--- src/rtl/riscv_pkg.sv ---
// +----------------------------------------------------------------------------+
// | riscv_pkg                                                                  |
// | RV32I format codes, opcodes and field positions shared by encoder/decoder. |
// | Revision: 1.0                                                              |
// +----------------------------------------------------------------------------+
`default_nettype none

package riscv_pkg;

  localparam logic [2:0] FMT_R = 3'd0;
  localparam logic [2:0] FMT_I = 3'd1;
  localparam logic [2:0] FMT_S = 3'd2;
  localparam logic [2:0] FMT_B = 3'd3;
  localparam logic [2:0] FMT_U = 3'd4;
  localparam logic [2:0] FMT_J = 3'd5;

  localparam logic [6:0] OP_R    = 7'h33;
  localparam logic [6:0] OP_I    = 7'h13;
  localparam logic [6:0] OP_LOAD = 7'h03;
  localparam logic [6:0] OP_S    = 7'h23;
  localparam logic [6:0] OP_B    = 7'h63;
  localparam logic [6:0] OP_LUI  = 7'h37;
  localparam logic [6:0] OP_JAL  = 7'h6F;

  localparam int OPCODE_LSB = 0;
  localparam int RD_LSB     = 7;
  localparam int FUNC3_LSB  = 12;
  localparam int RS1_LSB    = 15;
  localparam int RS2_LSB    = 20;
  localparam int FUNC7_LSB  = 25;

  // Branch and jump offsets are halfword-aligned; an odd offset cannot be encoded.
  function automatic logic fmt_is_legal(input logic [2:0] fmt, input logic imm0);
    logic ok;
    ok = (fmt <= FMT_J);
    if ((fmt == FMT_B || fmt == FMT_J) && imm0) ok = 1'b0;
    return ok;
  endfunction

endpackage

`default_nettype wire

--- src/rtl/instr_fifo.sv ---
// +----------------------------------------------------------------------------+
// | instr_fifo                                                                 |
// | Parameterised synchronous FIFO with registered head and exact occupancy.   |
// | Revision: 1.0                                                              |
// +----------------------------------------------------------------------------+
`default_nettype none

module instr_fifo #(
  parameter int DEPTH = 4,
  parameter int WIDTH = 32
) (
  input  logic                     clk,
  input  logic                     rst_n,
  input  logic                     push,
  input  logic [WIDTH-1:0]         push_data,
  input  logic                     pop,
  output logic [WIDTH-1:0]         head,
  output logic                     full,
  output logic                     empty,
  output logic [$clog2(DEPTH):0]   count
);

  localparam int                 c_ptr_w   = $clog2(DEPTH);
  localparam logic [c_ptr_w:0]   c_depth   = (c_ptr_w + 1)'(DEPTH);
  localparam logic [c_ptr_w:0]   c_cnt_one = (c_ptr_w + 1)'(1);
  localparam logic [c_ptr_w-1:0] c_ptr_one = c_ptr_w'(1);

  logic [WIDTH-1:0]   r_mem [DEPTH];
  logic [c_ptr_w-1:0] r_wr_ptr;
  logic [c_ptr_w-1:0] r_rd_ptr;
  logic [c_ptr_w:0]   r_count;
  logic               w_push;
  logic               w_pop;

  assign full  = (r_count == c_depth);
  assign empty = (r_count == '0);
  assign count = r_count;
  assign head  = r_mem[r_rd_ptr];

  assign w_push = push && !full;
  assign w_pop  = pop && !empty;

  // Storage is cleared on reset so the head reads zero until the first push.
  always_ff @(posedge clk or negedge rst_n) begin
    if (!rst_n) begin
      for (int i = 0; i < DEPTH; i++) r_mem[i] <= '0;
      r_wr_ptr <= '0;
      r_rd_ptr <= '0;
      r_count  <= '0;
    end else begin
      if (w_push) begin
        r_mem[r_wr_ptr] <= push_data;
        r_wr_ptr        <= r_wr_ptr + c_ptr_one;
      end
      if (w_pop) r_rd_ptr <= r_rd_ptr + c_ptr_one;
      case ({w_push, w_pop})
        2'b10:   r_count <= r_count + c_cnt_one;
        2'b01:   r_count <= r_count - c_cnt_one;
        default: r_count <= r_count;
      endcase
    end
  end

endmodule

`default_nettype wire

--- src/rtl/instr_encoder.sv ---
// +----------------------------------------------------------------------------+
// | instr_encoder                                                              |
// | Assembles RV32I words from decoded fields and queues them as imem writes.  |
// | Revision: 1.0                                                              |
// +----------------------------------------------------------------------------+
`default_nettype none

module instr_encoder
  import riscv_pkg::*;
#(
  parameter int          FIFO_DEPTH = 4,
  parameter logic [31:0] BASE_ADDR  = 32'h0000_0000
) (
  input  logic                          clk,
  input  logic                          rst_n,
  input  logic                          in_valid,
  output logic                          in_ready,
  input  logic [2:0]                    fmt,
  input  logic [6:0]                    opcode,
  input  logic [2:0]                    func3,
  input  logic [6:0]                    func7,
  input  logic [4:0]                    rs1,
  input  logic [4:0]                    rs2,
  input  logic [4:0]                    rd,
  input  logic [20:0]                   imm,
  output logic                          out_valid,
  input  logic                          out_ready,
  output logic [31:0]                   out_instr,
  output logic [31:0]                   out_addr,
  output logic                          err,
  output logic [$clog2(FIFO_DEPTH):0]   count
);

  localparam logic [31:0] c_addr_step = 32'd4;

  logic        r_rdy;
  logic        r_err;
  logic [31:0] r_addr;
  logic [31:0] w_instr;
  logic        w_legal;
  logic        w_accept;
  logic        w_push;
  logic        w_pop;
  logic        w_full;
  logic        w_empty;

  always_comb begin
    w_instr = '0;
    case (fmt)
      FMT_R:   w_instr = {func7, rs2, rs1, func3, rd, opcode};
      FMT_I:   w_instr = {imm[11:0], rs1, func3, rd, opcode};
      FMT_S:   w_instr = {imm[11:5], rs2, rs1, func3, imm[4:0], opcode};
      FMT_B:   w_instr = {imm[12], imm[10:5], rs2, rs1, func3, imm[4:1], imm[11], opcode};
      FMT_U:   w_instr = {imm[19:0], rd, opcode};
      FMT_J:   w_instr = {imm[20], imm[10:1], imm[11], imm[19:12], rd, opcode};
      default: w_instr = '0;
    endcase
  end

  assign w_legal  = fmt_is_legal(fmt, imm[0]);
  // Illegal bundles still complete the handshake; they are only kept out of the FIFO.
  assign in_ready = r_rdy && !w_full;
  assign w_accept = in_valid && in_ready;
  assign w_push   = w_accept && w_legal;
  assign w_pop    = out_valid && out_ready;

  assign out_valid = !w_empty;
  assign out_addr  = r_addr;
  assign err       = r_err;

  always_ff @(posedge clk or negedge rst_n) begin
    if (!rst_n) begin
      r_rdy  <= 1'b0;
      r_err  <= 1'b0;
      r_addr <= BASE_ADDR;
    end else begin
      r_rdy <= 1'b1;
      r_err <= w_accept && !w_legal;
      if (w_pop) r_addr <= r_addr + c_addr_step;
    end
  end

  instr_fifo #(
    .DEPTH (FIFO_DEPTH),
    .WIDTH (32)
  ) u_fifo (
    .clk       (clk),
    .rst_n     (rst_n),
    .push      (w_push),
    .push_data (w_instr),
    .pop       (w_pop),
    .head      (out_instr),
    .full      (w_full),
    .empty     (w_empty),
    .count     (count)
  );

endmodule

`default_nettype wire

--- config.mk ---
export PLATFORM = sky130hd
export DESIGN_NAME = instr_encoder
export DESIGN_NICKNAME = d
export VERILOG_FILES = /design/src/rtl/riscv_pkg.sv /design/src/rtl/instr_fifo.sv /design/src/rtl/instr_encoder.sv
export SDC_FILE = /design/constraint.sdc
export NUM_CORES = 1
export LEC_CHECK = 0
export CAP_MARGIN = 20
export CORE_MARGIN = 2
export CORE_UTILIZATION = 49
export CTS_CLUSTER_SIZE = 8
export DETAILED_ROUTE_END_ITERATION = 10
export PLACE_DENSITY = 0.89
export SLEW_MARGIN = 20
export SYNTH_ARGS = -nofsm -noshare
export SYNTH_HDL_FRONTEND = slang
export SYNTH_HIERARCHICAL = 1
export SYNTH_SLANG_ARGS = --single-unit
export TNS_END_PERCENT = 30
--- constraint.sdc ---
create_clock -name clk -period 1.95 [get_ports clk]
set_input_delay 0.2925 -clock clk [delete_from_list [all_inputs] [get_ports clk]]
set_output_delay 0.2925 -clock clk [all_outputs]
set_load 0.02 [all_outputs]
-- Word-level counts from Yosys, hierarchy flattened
Index checks and enable logic that the tools add are counted.
- bitwise operators: 2
- $lt $le $gt $ge: 4
- equal/unequal tests: 8
- multiplexer cells: 9
- $add $sub $neg: 5
- reduce and logical (&&, ||, !) cells: 16
- operator list (operator ; number):
    32-bit one-hot mux with 6 select lines ; 1
    128-bit bitwise mux ; 1
    32-bit 2-to-1 mux ; 3
    32-bit binary-select mux with 2-bit select ; 1
    32-bit demux with 2-bit select ; 1
    32-bit by 3-bit adder with 32-bit output, second input constant ; 1
    3-bit == test, second input constant ; 3
    1-bit logical AND ; 9
    3-bit by 2-bit == test with 1-bit output, second input constant ; 2
    3-bit >= comparator, second input constant ; 2
    3-bit logical NOT ; 2
    2-bit inverter with 3-bit output ; 2
    3-bit one-hot mux with 2 select lines ; 1
    2-bit by 1-bit adder with 2-bit output, second input constant ; 2
    3-bit by 1-bit adder with 3-bit output, second input constant ; 1
    3-bit by 1-bit == test with 1-bit output, second input constant ; 1
    3-bit <= comparator, second input constant ; 1
    1-bit logical NOT ; 3
    3-bit by 1-bit less-than comparator with 1-bit output, second input constant ; 1
    3-bit by 1-bit subtractor with 3-bit output, second input constant ; 1
    2-bit by 1-bit == test with 1-bit output, second input constant ; 1
    2-bit == test, second input constant ; 1
    2-bit nonzero test ; 1
    1-bit logical OR ; 1
    1-bit 2-to-1 mux ; 1
- output and inout bits: 70
- logic and storage cells: 54
- flip-flop bits (word level): 169
- input bits: 60

-- Longest topological paths before layout
- depth in word-level cells: 8
- gate-level depth with buffers: 12
- depth with buffers taken out: 11

-- Cells and area by module
Netlist, hierarchy kept.
- modules (own cells, without submodules) (module ; cells an instance ; seq. area each (um^2) ; area an instance (um^2) ; times used):
    instr_fifo ; 348 ; 3378.2 ; 5963.2 ; 1
    instr_encoder ; 249 ; 800.8 ; 2114.5 ; 1

-- Worst setup path before layout
OpenSTA, ideal clock, no wires.
- path type: register -> register
- start point: register u_fifo.r_count[2] (netlist: u_fifo/count[2])
- end point: register u_fifo.r_count[2] (netlist: u_fifo/count[2])
- period minus slack after synthesis: 2.423 ns
- arrival: 2.289 ns
- setup time: 0.134 ns
- required time: 1.816 ns
- stages on the path, launching flop included: 12
- buffers on the path: 0
- setup slack: -0.473 ns
- cells stage by stage: dfrtp_1 nor3b_4 nor2b_1 nand2_1 nor2_1 nand2b_1 ha_1 inv_1 fa_1 xor2_1 nor2_1 xor2_1
- word-level cells in the longest chain between the ends: 8
- elaborated cells on any way between the ends: 16
- those cells by class: add/sub (2); eq/ne (3); mux (1); reduce/logical (10)
- ends and longest elaborated chain (element ; line ; text):
    start: declaration ; instr_fifo.sv:31 ; logic [c_ptr_w:0] r_count;
    start signal: assignment ; instr_fifo.sv:57 ; 2'b10: r_count <= r_count + c_cnt_one;
    start signal: assignment ; instr_fifo.sv:58 ; 2'b01: r_count <= r_count - c_cnt_one;
    start signal: assignment ; instr_fifo.sv:59 ; default: r_count <= r_count;
    3-bit == test (*) ; instr_fifo.sv:35 ; assign full = (r_count == c_depth);
    named net w_full ; instr_encoder.sv:44 ; logic w_full;
    1-bit logical NOT (*) ; instr_encoder.sv:62 ; assign in_ready = r_rdy && !w_full;
    1-bit logical AND (*) ; instr_encoder.sv:62 ;
    named net in_ready ; instr_encoder.sv:17 ; output logic in_ready,
    1-bit logical AND (*) ; instr_encoder.sv:63 ; assign w_accept = in_valid && in_ready;
    1-bit logical AND (*) ; instr_encoder.sv:64 ; assign w_push = w_accept && w_legal;
    named net w_push ; instr_encoder.sv:42 ; logic w_push;
    1-bit logical AND (*) ; instr_fifo.sv:40 ; assign w_push = push && !full;
    2-bit by 1-bit == test with 1-bit output / 2-bit == test (equally long branches) ; instr_fifo.sv:56 ; case ({w_push, w_pop})
    3-bit one-hot mux with 2 select lines / 2-bit nonzero test (equally long branches) ; -- ;
The timed path passes the listed nets; every way through them passes the cells marked *.
A chain may end at the register's enable or synchronous reset.

-- Worst setup path after layout
- start point: register u_fifo.r_rd_ptr[0]
- end point: output out_instr[28]
- word-level cells in the longest chain between the ends: 4
- ends and longest elaborated chain (element ; line ; text):
    start: declaration ; instr_fifo.sv:30 ; logic [c_ptr_w-1:0] r_rd_ptr;
    start signal: assignment ; instr_fifo.sv:55 ; if (w_pop) r_rd_ptr <= r_rd_ptr + c_ptr_one;
    2-bit inverter with 3-bit output (implied by the code) ; instr_fifo.sv:38 ; assign head = r_mem[r_rd_ptr];
    32-bit binary-select mux with 2-bit select ; instr_fifo.sv:38 ;
    32-bit 2-to-1 mux (implied by the code) (2 in series) ; instr_fifo.sv:38 ;
    end: declaration ; instr_encoder.sv:28 ; output logic [31:0] out_instr,
Every way passes these cells. The select of a mux whose other input is x is not followed.

==> flow_summary.json <==
{
  "setup_slack_ps": -215,
  "yosysSeqAreaShare_pct": 51.7,
  "final_util_pct": 67.7,
  "die-area_um2": 17500,
  "drt.antenna.violating_nets": 0,
  "rsz0062_at_grt": "true",
  "avgSynthCellArea_um2": 13.5,
  "worstMarginPinSlew_ps": 674,
  "slew_headroom_pct": 54.6,
  "cp_max_fo": 5,
  "max_freq_mhz": 462,
  "drtIter0Drc": 439,
  "num_vias": 5886,
  "r2r_setup_slack_ps": -120,
  "area_delta_synth_final_pct": 34.1,
  "p_leak_nw": 4.83,
  "grt_pass1_wl_um": 33300,
  "synth-seq-cells": 167,
  "synth_top_area_share_pct": 51.7,
  "fin_crit_ps": 2160,
  "worst_setup_path_start_kind": "flip-flop",
  "grt_pass1_vias": 6273,
  "clock-root-buffer": "clkbuf_16",
  "finalSetupViolations": 34,
  "final_cell_mix": "dfrtp_1 (163), mux2_2 (121), clkdlybuf4s50_1 (91), buf_6 (43), buf_4 (39)",
  "min_path_type": "input pin to asynchronous set/reset pin",
  "slew_viol_final": 0,
  "yosysTopAreaCell": "dfrtp_1",
  "clk_latency_ps": 430,
  "synth_flop_cell": "dfrtp_1",
  "grt_overflow": 0,
  "required_ps": 1660,
  "synth_area_leaders": "dfrtp_1 (52%), mux2_2 (18%), mux4_2 (8.9%)",
  "ir_drop_mv": 0.821,
  "drt_wl_total_um": 21100,
  "powerDensity_nw_per_um2": 1510,
  "cts_tree": "yes",
  "violations": "setup timing",
  "cp.arrival_ps": 1870,
  "layout_commonest_cell": "dfrtp_1",
  "die_w_um": 132,
  "htreeDepth": 4,
  "io_buffers": 127,
  "synth.distinct_cells": 39,
  "drive_above_1_share_pct": 39.4,
  "dp_hpwl_um": 14000,
  "first_pass_iters": 5,
  "start_util_pct": 50.5,
  "clock_path_buffers": 2,
  "synth_edf_count": 0,
  "cts_buffers": 17,
  "clock_skew_ps": 9.12,
  "period_share_pct": 111,
  "ios": 130,
  "routabilityCongestion": 0.872,
  "crit_type": "flip-flop to output pin",
  "placementRows": 46,
  "hold_violations": 0,
  "status": "complete, but fails checks",
  "ys_warn_count": 6,
  "fill_cells": 1065,
  "grt_start_max_net_pins": 61,
  "clkSinkCount": 167,
  "track_usage_pct": 24.3,
  "die_h_um": 132,
  "n_antenna_cell": 0,
  "antenna_found_initial": 0,
  "endpoint_kind": "output pin",
  "clk_pin_slew_ps": 60,
  "synthesis.area_um2": 8080,
  "nNetsFinal": 844,
  "drc": 0,
  "vias_per_cell": 5.86,
  "async_flop_share_pct": 100,
  "wl_per_cell_um": 21.0,
  "max-cap-violations": 0,
  "core_um2": 16000,
  "synth_cells": 597,
  "preCtsSetupSlack_ps": -529
}
[metrics by stage]
stage	hold WS (ps)	cell area, um2	power [W]	TNS, ps	std cells
floorplan	-3.09	8100	0.00952	-15650	598
global placement	262	10000	0.0120	-37520	963
detailed placement	280	10000	0.0124	-47770	963
CTS	399	10600	0.0157	-3940	1002
global route	435	10800	0.0171	-7380	1005
finish	390	10800	0.0164	-3820	1005
[layout make-up]
class	count	area [um2]	share of cell area, %
multi-input combinational	376	3690	34.1
tap	216	270	2.49
sequential	167	4180	38.6
inverter	22	82.6	0.762
timing repair buffer	193	2040	18.9
clock inverter	7	71.3	0.658
clock buffer	24	492	4.54
[flip-flops by register name, summed over array words and instances (netlist names)]
name	flops
u_fifo/r_mem	128
out_addr	30
u_fifo/count	3
u_fifo/r_rd_ptr	2
u_fifo/r_wr_ptr	2
err	1
r_rdy	1
[worst max-delay path, cell delays in order, from the launching register on]
cell	delay (ps)
dfrtp_2	400
buf_6	140
buf_12	130
buf_6	100
mux4_2	510
buf_6	160
[synth_stat cells (2+ instances only)]
library cell / instances
ha_1: 6
xor2_1: 8
buf_2: 8
nand2_1: 29
a21oi_1: 14
nor4_1: 2
mux4_2: 32
buf_4: 2
dfrtp_1: 167
nor2_1: 20
xnor2_1: 27
nand4_1: 11
and2_1: 7
conb_1: 2
mux2i_1: 15
buf_6: 12
o21ai_0: 15
nand3_1: 10
inv_1: 22
mux2_2: 131
a22oi_1: 4
o22ai_1: 10
and3_1: 6
nand2b_1: 2
clkbuf_1: 11
nor3_1: 4
nor2b_1: 8
[where the power goes]
part	internal, W	switching [W]	total (W)
clock network	0.00188	0.00134	0.00322
registers	0.00484	0.000888	0.00573
logic	0.00426	0.00320	0.00747
[logic make-up (layout without fill, tap and decap cells)]
kind of cell / after synthesis / after routing / share of synthesized area (%)
buffers and inverters: 55 / 246 / 3.89
other: 2 / 3 / 0.0930
adder cells (fa/ha/maj): 7 / 7 / 1.18
AO/OA/AOI/OAI: 47 / 47 / 3.36
XOR/XNOR: 35 / 35 / 3.79
flip-flops: 167 / 167 / 51.7
multiplexers: 178 / 178 / 29.0
AND/OR/NAND/NOR: 106 / 106 / 6.91
[per-layer routing]
layer  global-route usage (%)  vias up  share of wire [%]
met2                     41.0      274                 51
met3                     6.46       39                7.0
met5                        0        -                  0
li1                         -     2497                  -
met1                     30.4     3076                 40
met4                     8.18        0                2.2
[timing repair]
action / in CTS / in global routing
gates cloned: 2 / 0
buffers inserted: 5 / 4
setup endpoints to repair: 36 / 138
resized for setup: 150 / 69
endpoints found under the hold margin: 51 / 0
hold buffers: 1 / 0
pin swaps: 3 / 2
[final timing paths]
check                                        start  cells past startpoint                end
worst max register to register     u_fifo/count[0]                     11    u_fifo/count[2]
worst min register to register        out_addr[31]                      1       out_addr[31]
max in group asynchronous                    rst_n                      3    u_fifo/count[2]
worst max-delay path            u_fifo/r_rd_ptr[0]                      5      out_instr[28]
min in group clk                      out_addr[31]                      1       out_addr[31]
worst min-delay path                         rst_n                      2  u_fifo/r_mem[110]
Power figures use the tool's default switching activity.
